**src/rtl/aes_pkg.sv**
```systemverilog
// Shared AES round definitions: widths, the GF(2^8) reduction constant,
// xtime, and the round-block FSM states.
package aes_pkg;

    localparam int AES_STATE_W = 128;
    localparam int BYTE_W      = 8;
    localparam logic [BYTE_W-1:0] GF_POLY = 8'h1B;

    typedef enum logic [1:0] {
        IDLE = 2'd0,
        BUSY = 2'd1,
        DONE = 2'd2
    } state_t;

    // Multiply by x in GF(2^8), reduced by x^8 + x^4 + x^3 + x + 1.
    function automatic logic [BYTE_W-1:0] xtime(input logic [BYTE_W-1:0] b);
        return {b[BYTE_W-2:0], 1'b0} ^ (b[BYTE_W-1] ? GF_POLY : 8'h00);
    endfunction

endpackage

```
**src/rtl/mix_single_column.sv**
```systemverilog
// Combinational MixColumns of one 32-bit column; byte 0 (row 0) sits in bits [31:24].
module mix_single_column
    import aes_pkg::*;
(
    input  logic [31:0] col_in,
    output logic [31:0] col_out
);

    logic [BYTE_W-1:0] a [4];
    logic [BYTE_W-1:0] a2 [4];

    generate
        for (genvar gi = 0; gi < 4; gi++) begin : g_bytes
            assign a[gi]  = col_in[31-8*gi -: 8];
            assign a2[gi] = xtime(a[gi]);
        end
    endgenerate

    // 3*x is written as xtime(x) ^ x.
    assign col_out[31:24] = a2[0] ^ (a2[1] ^ a[1]) ^ a[2] ^ a[3];
    assign col_out[23:16] = a[0] ^ a2[1] ^ (a2[2] ^ a[2]) ^ a[3];
    assign col_out[15:8]  = a[0] ^ a[1] ^ a2[2] ^ (a2[3] ^ a[3]);
    assign col_out[7:0]   = (a2[0] ^ a[0]) ^ a[1] ^ a[2] ^ a2[3];

endmodule

```
**src/rtl/shift_mix_columns.sv**
```systemverilog
// AES ShiftRows + MixColumns round stage: captures a state, mixes one column
// per cycle through a single shared column unit, then holds the result.
module shift_mix_columns
    import aes_pkg::*;
(
    input  logic                   clk,
    input  logic                   rst_n,
    input  logic [AES_STATE_W-1:0] message,
    input  logic                   in_valid,
    input  logic                   final_round,
    output logic                   in_ready,
    output logic [AES_STATE_W-1:0] Emessage,
    output logic                   out_valid,
    input  logic                   out_ready
);

    state_t                 state_reg, state_next;
    logic [1:0]             col_reg;
    logic [AES_STATE_W-1:0] shifted_reg;
    logic                   final_reg;
    logic [AES_STATE_W-1:0] emessage_reg;

    logic [AES_STATE_W-1:0] shifted;
    logic [31:0]            cols [4];
    logic [31:0]            cur_col;
    logic [31:0]            mixed_col;
    logic [31:0]            col_result;
    logic                   accept;

    // Byte (r,c) of the output takes byte (r,(c+r)%4) of the input.
    generate
        for (genvar gi = 0; gi < 16; gi++) begin : g_shift
            localparam int R = gi % 4;
            localparam int C = gi / 4;
            localparam int SRC = 4 * ((C + R) % 4) + R;
            assign shifted[127-8*gi -: 8] = message[127-8*SRC -: 8];
        end
        for (genvar gi = 0; gi < 4; gi++) begin : g_cols
            assign cols[gi] = shifted_reg[127-32*gi -: 32];
        end
    endgenerate

    assign cur_col = cols[col_reg];

    mix_single_column u_mix (
        .col_in  (cur_col),
        .col_out (mixed_col)
    );

    assign col_result = final_reg ? cur_col : mixed_col;
    assign accept     = (state_reg == IDLE) && in_valid;

    always_comb begin
        state_next = state_reg;
        case (state_reg)
            IDLE:    if (in_valid)      state_next = BUSY;
            BUSY:    if (col_reg == 2'd3) state_next = DONE;
            DONE:    if (out_ready)     state_next = IDLE;
            default:                    state_next = IDLE;
        endcase
    end

    always_ff @(posedge clk or negedge rst_n) begin
        if (!rst_n) begin
            state_reg <= IDLE;
        end else begin
            state_reg <= state_next;
        end
    end

    always_ff @(posedge clk or negedge rst_n) begin
        if (!rst_n) begin
            col_reg      <= 2'd0;
            shifted_reg  <= '0;
            final_reg    <= 1'b0;
            emessage_reg <= '0;
        end else if (accept) begin
            shifted_reg <= shifted;
            final_reg   <= final_round;
            col_reg     <= 2'd0;
        end else if (state_reg == BUSY) begin
            case (col_reg)
                2'd0:    emessage_reg[127:96] <= col_result;
                2'd1:    emessage_reg[95:64]  <= col_result;
                2'd2:    emessage_reg[63:32]  <= col_result;
                default: emessage_reg[31:0]   <= col_result;
            endcase
            col_reg <= col_reg + 2'd1;
        end
    end

    assign in_ready  = (state_reg == IDLE);
    assign out_valid = (state_reg == DONE);
    assign Emessage  = emessage_reg;

endmodule

```
**config.mk**
```make
export PLATFORM = sky130hd
export DESIGN_NAME = shift_mix_columns
export DESIGN_NICKNAME = d
export VERILOG_FILES = /design/src/rtl/aes_pkg.sv /design/src/rtl/mix_single_column.sv /design/src/rtl/shift_mix_columns.sv
export SDC_FILE = /design/constraint.sdc
export NUM_CORES = 1
export LEC_CHECK = 0
export ABC_AREA = 1
export CAP_MARGIN = 10
export CORE_MARGIN = 1.5
export CORE_UTILIZATION = 53
export CTS_CLUSTER_SIZE = 12
export DETAILED_ROUTE_END_ITERATION = 12
export PLACE_DENSITY = 0.89
export SYNTH_ARGS = -nofsm -noshare
export SYNTH_HDL_FRONTEND = slang
export SYNTH_SLANG_ARGS = --single-unit
```
**constraint.sdc**
```tcl
create_clock -name clk -period 2.55 [get_ports clk]
set_clock_uncertainty 0.05 [all_clocks]
set_input_delay 0.51 -clock clk [delete_from_list [all_inputs] [get_ports clk]]
set_output_delay 0.51 -clock clk [all_outputs]
set_load 0.02 [all_outputs]
```
Word-level counts from Yosys, hierarchy flattened --
Index checks and enable logic that the tools add are counted. W data, S select, Z words.
Cells by class: add/sub/neg operators 1, $lt $le $gt $ge 1, equal/unequal tests 8, multiplexer cells 14, bitwise logic cells 23, reductions and logical operators 10
Operators by type and width (count):
- $xor A8 B8 Y8 | 20
- $mux W32 | 3
- $bmux W32 S2 | 1
- $mux W5 | 4
- $reduce_and A3 Y1 | 5
- $mux W2 | 5
- $eq A2 B2 Y1 const B | 3
- $pmux W2 S3 | 1
- $eq A2 B1 Y1 const B | 2
- $logic_not A2 Y1 | 2
- $ne A2 B2 Y1 const B | 2
- $ge A3 B3 Y1 const B | 1
- $not A2 Y3 | 1
- $reduce_or A3 Y1 | 1
- $add A2 B1 Y2 const B | 1
- $ne A2 B1 Y1 const B | 1
- $not A1 Y1 | 2
- $reduce_bool A2 Y1 | 1
- $logic_and A1 B1 Y1 | 1
Storage, ports and cells: flip-flop bits (word level) 261, input port bits 133, output and inout port bits 130, word-level logic and storage cells 65

Longest topological paths before layout --
word-level depth 11, gate-level depth with buffers 18, mapped depth without buffers 15

Modules after synthesis --
Synthesis repeated with hierarchy kept, for this count alone.
Second synthesis, totals: cell total of the unflattened synthesis 1900, area total of the unflattened synthesis 13576.8 um^2
By module, submodules not included:
- shift_mix_columns | instances 1, cells each 1464, area each 11567.3 um^2, seq. area each 6531.3 um^2
- mix_single_column | instances 1, cells each 436, area each 2009.4 um^2, seq. area each 0.0 um^2

Worst setup path after synthesis --
No wires, ideal clock.
path type flip-flop to flip-flop, start register col_reg[0], end register emessage_reg[106], in the netlist Emessage[106], library setup time 0.118 ns, data arrival time 1.662 ns, data required time 2.382 ns, slack 0.720 ns, stages on the path, launching flop included 14, buffers on the path 3, period minus slack after synthesis 1.830 ns, cells stage by stage dfrtp_1 > buf_6 > inv_4 > buf_8 > buf_6 > nand2_1 > nand3_1 > nand2_2 > xnor2_1 > nand2_1 > nand3_1 > nand3_2 > nand3_1 > nand2_1
Between the ends: word-level cells in the longest chain between the ends 8, elaborated cells on any way between the ends 13, classes of those cells mux (4); bitwise (7); reduce/logical (2)
RTL lines:
- start, declared | RTL line shift_mix_columns.sv:18 | logic [1:0] col_reg;
- start signal, assigned | RTL line shift_mix_columns.sv:88 | col_reg <= col_reg + 2'd1;
- $not A2 Y3 (implied by the code) | RTL line shift_mix_columns.sv:43 | assign cur_col = cols[col_reg];
- $bmux W32 S2 | RTL line shift_mix_columns.sv:43
- $mux W32 (implied by the code) (2 in a row) | RTL line shift_mix_columns.sv:43
- $xor A8 B8 Y8 (on tied branches) | RTL line mix_single_column.sv:22, aes_pkg.sv:17
- $xor A8 B8 Y8 (2 in a row) | RTL line mix_single_column.sv:22 | assign col_out[15:8] = a[0] ^ a[1] ^ a2[2] ^ (a2[3] ^ a[3]);
- $mux W32 | RTL line shift_mix_columns.sv:50 | assign col_result = final_reg ? cur_col : mixed_col;
- end signal, assigned | RTL line shift_mix_columns.sv:83 | 2'd0: emessage_reg[127:96] <= col_result;
- end, declared | RTL line shift_mix_columns.sv:21 | logic [AES_STATE_W-1:0] emessage_reg;
Parallel ways exist; a longest one is shown, timed or not. The select of a mux whose other input is x is not followed. A chain may end at the register's enable or synchronous reset.

Worst setup path after layout --
start register state_reg[0], end output in_ready
Between the ends: word-level cells in the longest chain between the ends 1
RTL lines:
- start, declared | RTL line shift_mix_columns.sv:17 | state_t state_reg, state_next;
- start signal, assigned | RTL line shift_mix_columns.sv:67 | state_reg <= state_next;
- $logic_not A2 Y1 | RTL line shift_mix_columns.sv:92 | assign in_ready = (state_reg == IDLE);
- end, declared | RTL line shift_mix_columns.sv:11 | output logic in_ready,
Every way passes these cells.

==> results.yml <==
status:
  status: "finished clean"
sta:
  post-route-min-period_ns: 2.38
  max_freq_mhz: 419
  hold_violations: 0
  rsz0062_at_grt: "true"
  finalSetupViolCount: 0
  slew_violations: 0
  period_share_pct: 93.5
  maxSlewHeadroom_pct: 61.3
  worst_slew_pin_slew_ns: 0.581
clocking:
  numCtsBuffers: 26
  htree_levels: 1
  clock_latency_ns: 0.53
  cts.sinks: 261
  clkTransAtPathRegs_ns: 0.06
  cts_buffer_depth: 3
  cts_tree: "built"
  clockRootBuffer: "clkbuf_16"
floorplan:
  pin_count: 263
  chipWidth_um: 163
  die_area_mm2: 0.0265
  initial_utilization_pct: 53.8
  dieHeight_um: 163
  rows: 58
  core-area_mm2: 0.0251
placed_design:
  place_congestion: 0.990
  post-dp-hpwl_um: 30400
  portBuffers: 262
synth:
  synthArstFlopShare_pct: 100
  ys_seq_elements: 261
  syn_inst: 1916
  syn_nets: 2054
  synth_common_cells: "nand2_1, dfrtp_1, nand3_1"
  synth_cell_types: 24
  synth_edf_count: 0
  synth.avg_cell_area_um2: 7.05
  ys.flop_type: "dfrtp_1"
  netlist_top_cells_area: "dfrtp_1, nand2_1, nand3_1"
  ys_warn_count: 0
  netlist_area_mm2: 0.0135
  synth_top_area_share_pct: 48.3
  ys_seq_area_share_pct: 48.3
  yosys.area.top_type: "dfrtp_1"
  synth_most_common_cell: "nand2_1"
setup_path:
  slowest_stage: "clkdlybuf4s50_1"
  crit_path_max_fanout: 4
  critPathKind: "reg2out"
  slowest_delay_ns: 0.65
  cp.required_ns: 1.99
  critPathTopFamily: "buffers and inverters"
  arrival_ns: 1.82
  end_kind: "output pin"
  cp_cell_sequence: "nor2_2 -> clkdlybuf4s50_1"
  worstSetupStartpointType: "register"
  crit_buf_inv: 1
global_routing:
  grt_pass1_wl_um: 67800
  grt_max_degree: 128
  grt_pass1_vias: 13400
  grt_use_total_pct: 32.4
  grt.overflow.total: 0
  antenna_found_initial: 0
finish:
  drive_gt1_share_pct: 6.15
  area_growth_pct: 27.4
  n_fill_cell: 2013
  antenna_cells: 0
  nNetsFinal: 2292
  final_util_pct: 68.6
route:
  vias_per_cell: 5.51
  dr.pass1.iters: 7
  drt_iter0_drc: 1289
  drc: 0
  wl_per_cell_um: 16.9
  ant_nets: 0
  vias: 13700
  finalWirelength_um: 42200
hold_path:
  hold_class: "reg2reg"
job:
  maxCapViolCount: 0
-- cells by family (layout without fill, tap and decap cells) --
logic type	after synthesis	count (layout)	share of synthesized area, %
fa+ha+maj	5	5	0.463
buf+inv	133	379	4.55
simple gates	1496	1496	45.5
flops	261	261	48.3
xor+xnor	13	13	0.842
compound gates	8	8	0.361
-- final cells by class --
class,count,area [um^2],share of cell area [%]
repair buffers,293,2950,17.1
flip-flops and latches,261,6530,37.9
clock inverters,2,10.0,0.0581
clock buffers,34,732,4.25
well taps,330,413,2.40
multi-input cells,1522,6380,37.1
inverters,50,198,1.15
-- worst paths after layout --
| path | startpoint | to | slack [ns] | depth (start not counted) |
|---|---|---|---|---|
| worst max-delay path | state_reg[0] | in_ready | 0.17 | 2 |
| worst min-delay path | Emessage[123] | Emessage[123] | 0.43 | 2 |
| worst max register to register | col_reg[0] | Emessage[41] | 0.22 | 14 |
| worst min register to register | Emessage[123] | Emessage[123] | 0.43 | 2 |
| max in group asynchronous | rst_n | cols[91] | 1.20 | 3 |
| min in group asynchronous | rst_n | Emessage[70] | 0.49 | 2 |
-- worst register-to-register path: stages (launching register included) --
cell and delay [ns]:
dfrtp_2 0.41, buf_4 0.32, nand2_1 0.13, nand3_1 0.11, nand2_1 0.20, inv_1 0.22, nand2_1 0.10, nand2_1 0.12
nand2_1 0.06, nand2_1 0.09, inv_1 0.05, nand2_1 0.06, nand3_2 0.11, nand3_1 0.12, nand2_1 0.07
-- layer usage --
layer	GRT usage, %	routed length (um)	share of wire, %	vias up
li1	-	-	-	6410
met1	43.3	16900	40	6425
met2	53.8	20100	48	779
met3	4.35	3800	9.0	112
met4	12.2	1400	3.3	0
met5	0	0	0	-
-- stage by stage --
step	area, um^2	setup TNS (ns)	hold slack, ns	instances	setup slack [ns]
floorplan	13500	0	0.164	1916	0.720
global placement	16500	0	0.412	2455	0.294
detailed placement	16500	0	0.416	2455	0.253
CTS	17200	0	0.432	2492	0.0589
global route	17200	-0.0351	0.445	2492	-0.0351
finish	17200	0	0.428	2492	0.165
-- layout by cell type (no fill, tap or decap) --
cell type,synthesis,layout
nand2_4,1,2
nor2_2,0,1
clkinv_2,0,2
nand2_2,34,35
inv_6,0,1
nand3_1,233,233
buf_12,0,7
dfrtp_1,261,259
ha_1,5,5
buf_8,2,1
a21o_1,1,1
xnor2_1,11,11
dlygate4sd3_1,0,1
clkbuf_16,0,27
inv_2,7,6
nand3_2,21,21
nand2_1,1197,1195
xor2_1,2,2
o31ai_1,1,1
nand3b_1,4,4
clkdlybuf4s50_1,0,261
inv_1,41,41
inv_4,2,2
a22o_1,1,1
dfrtp_2,0,2
o21ai_0,5,5
clkbuf_1,41,4
clkbuf_8,0,3
nor2_1,6,5
buf_4,7,23
-- repair_timing --
action / in CTS / in global routing
hold buffers: 1 / 0
setup buffers: 0 / 0
hold endpoints to repair: 63 / 0
setup endpoints to repair: 0 / 15
gates resized for setup: 0 / 3
Power is left out: the tool's default activity adds up to more than one toggle a clock period on the data nets, which glitch-free logic cannot reach.
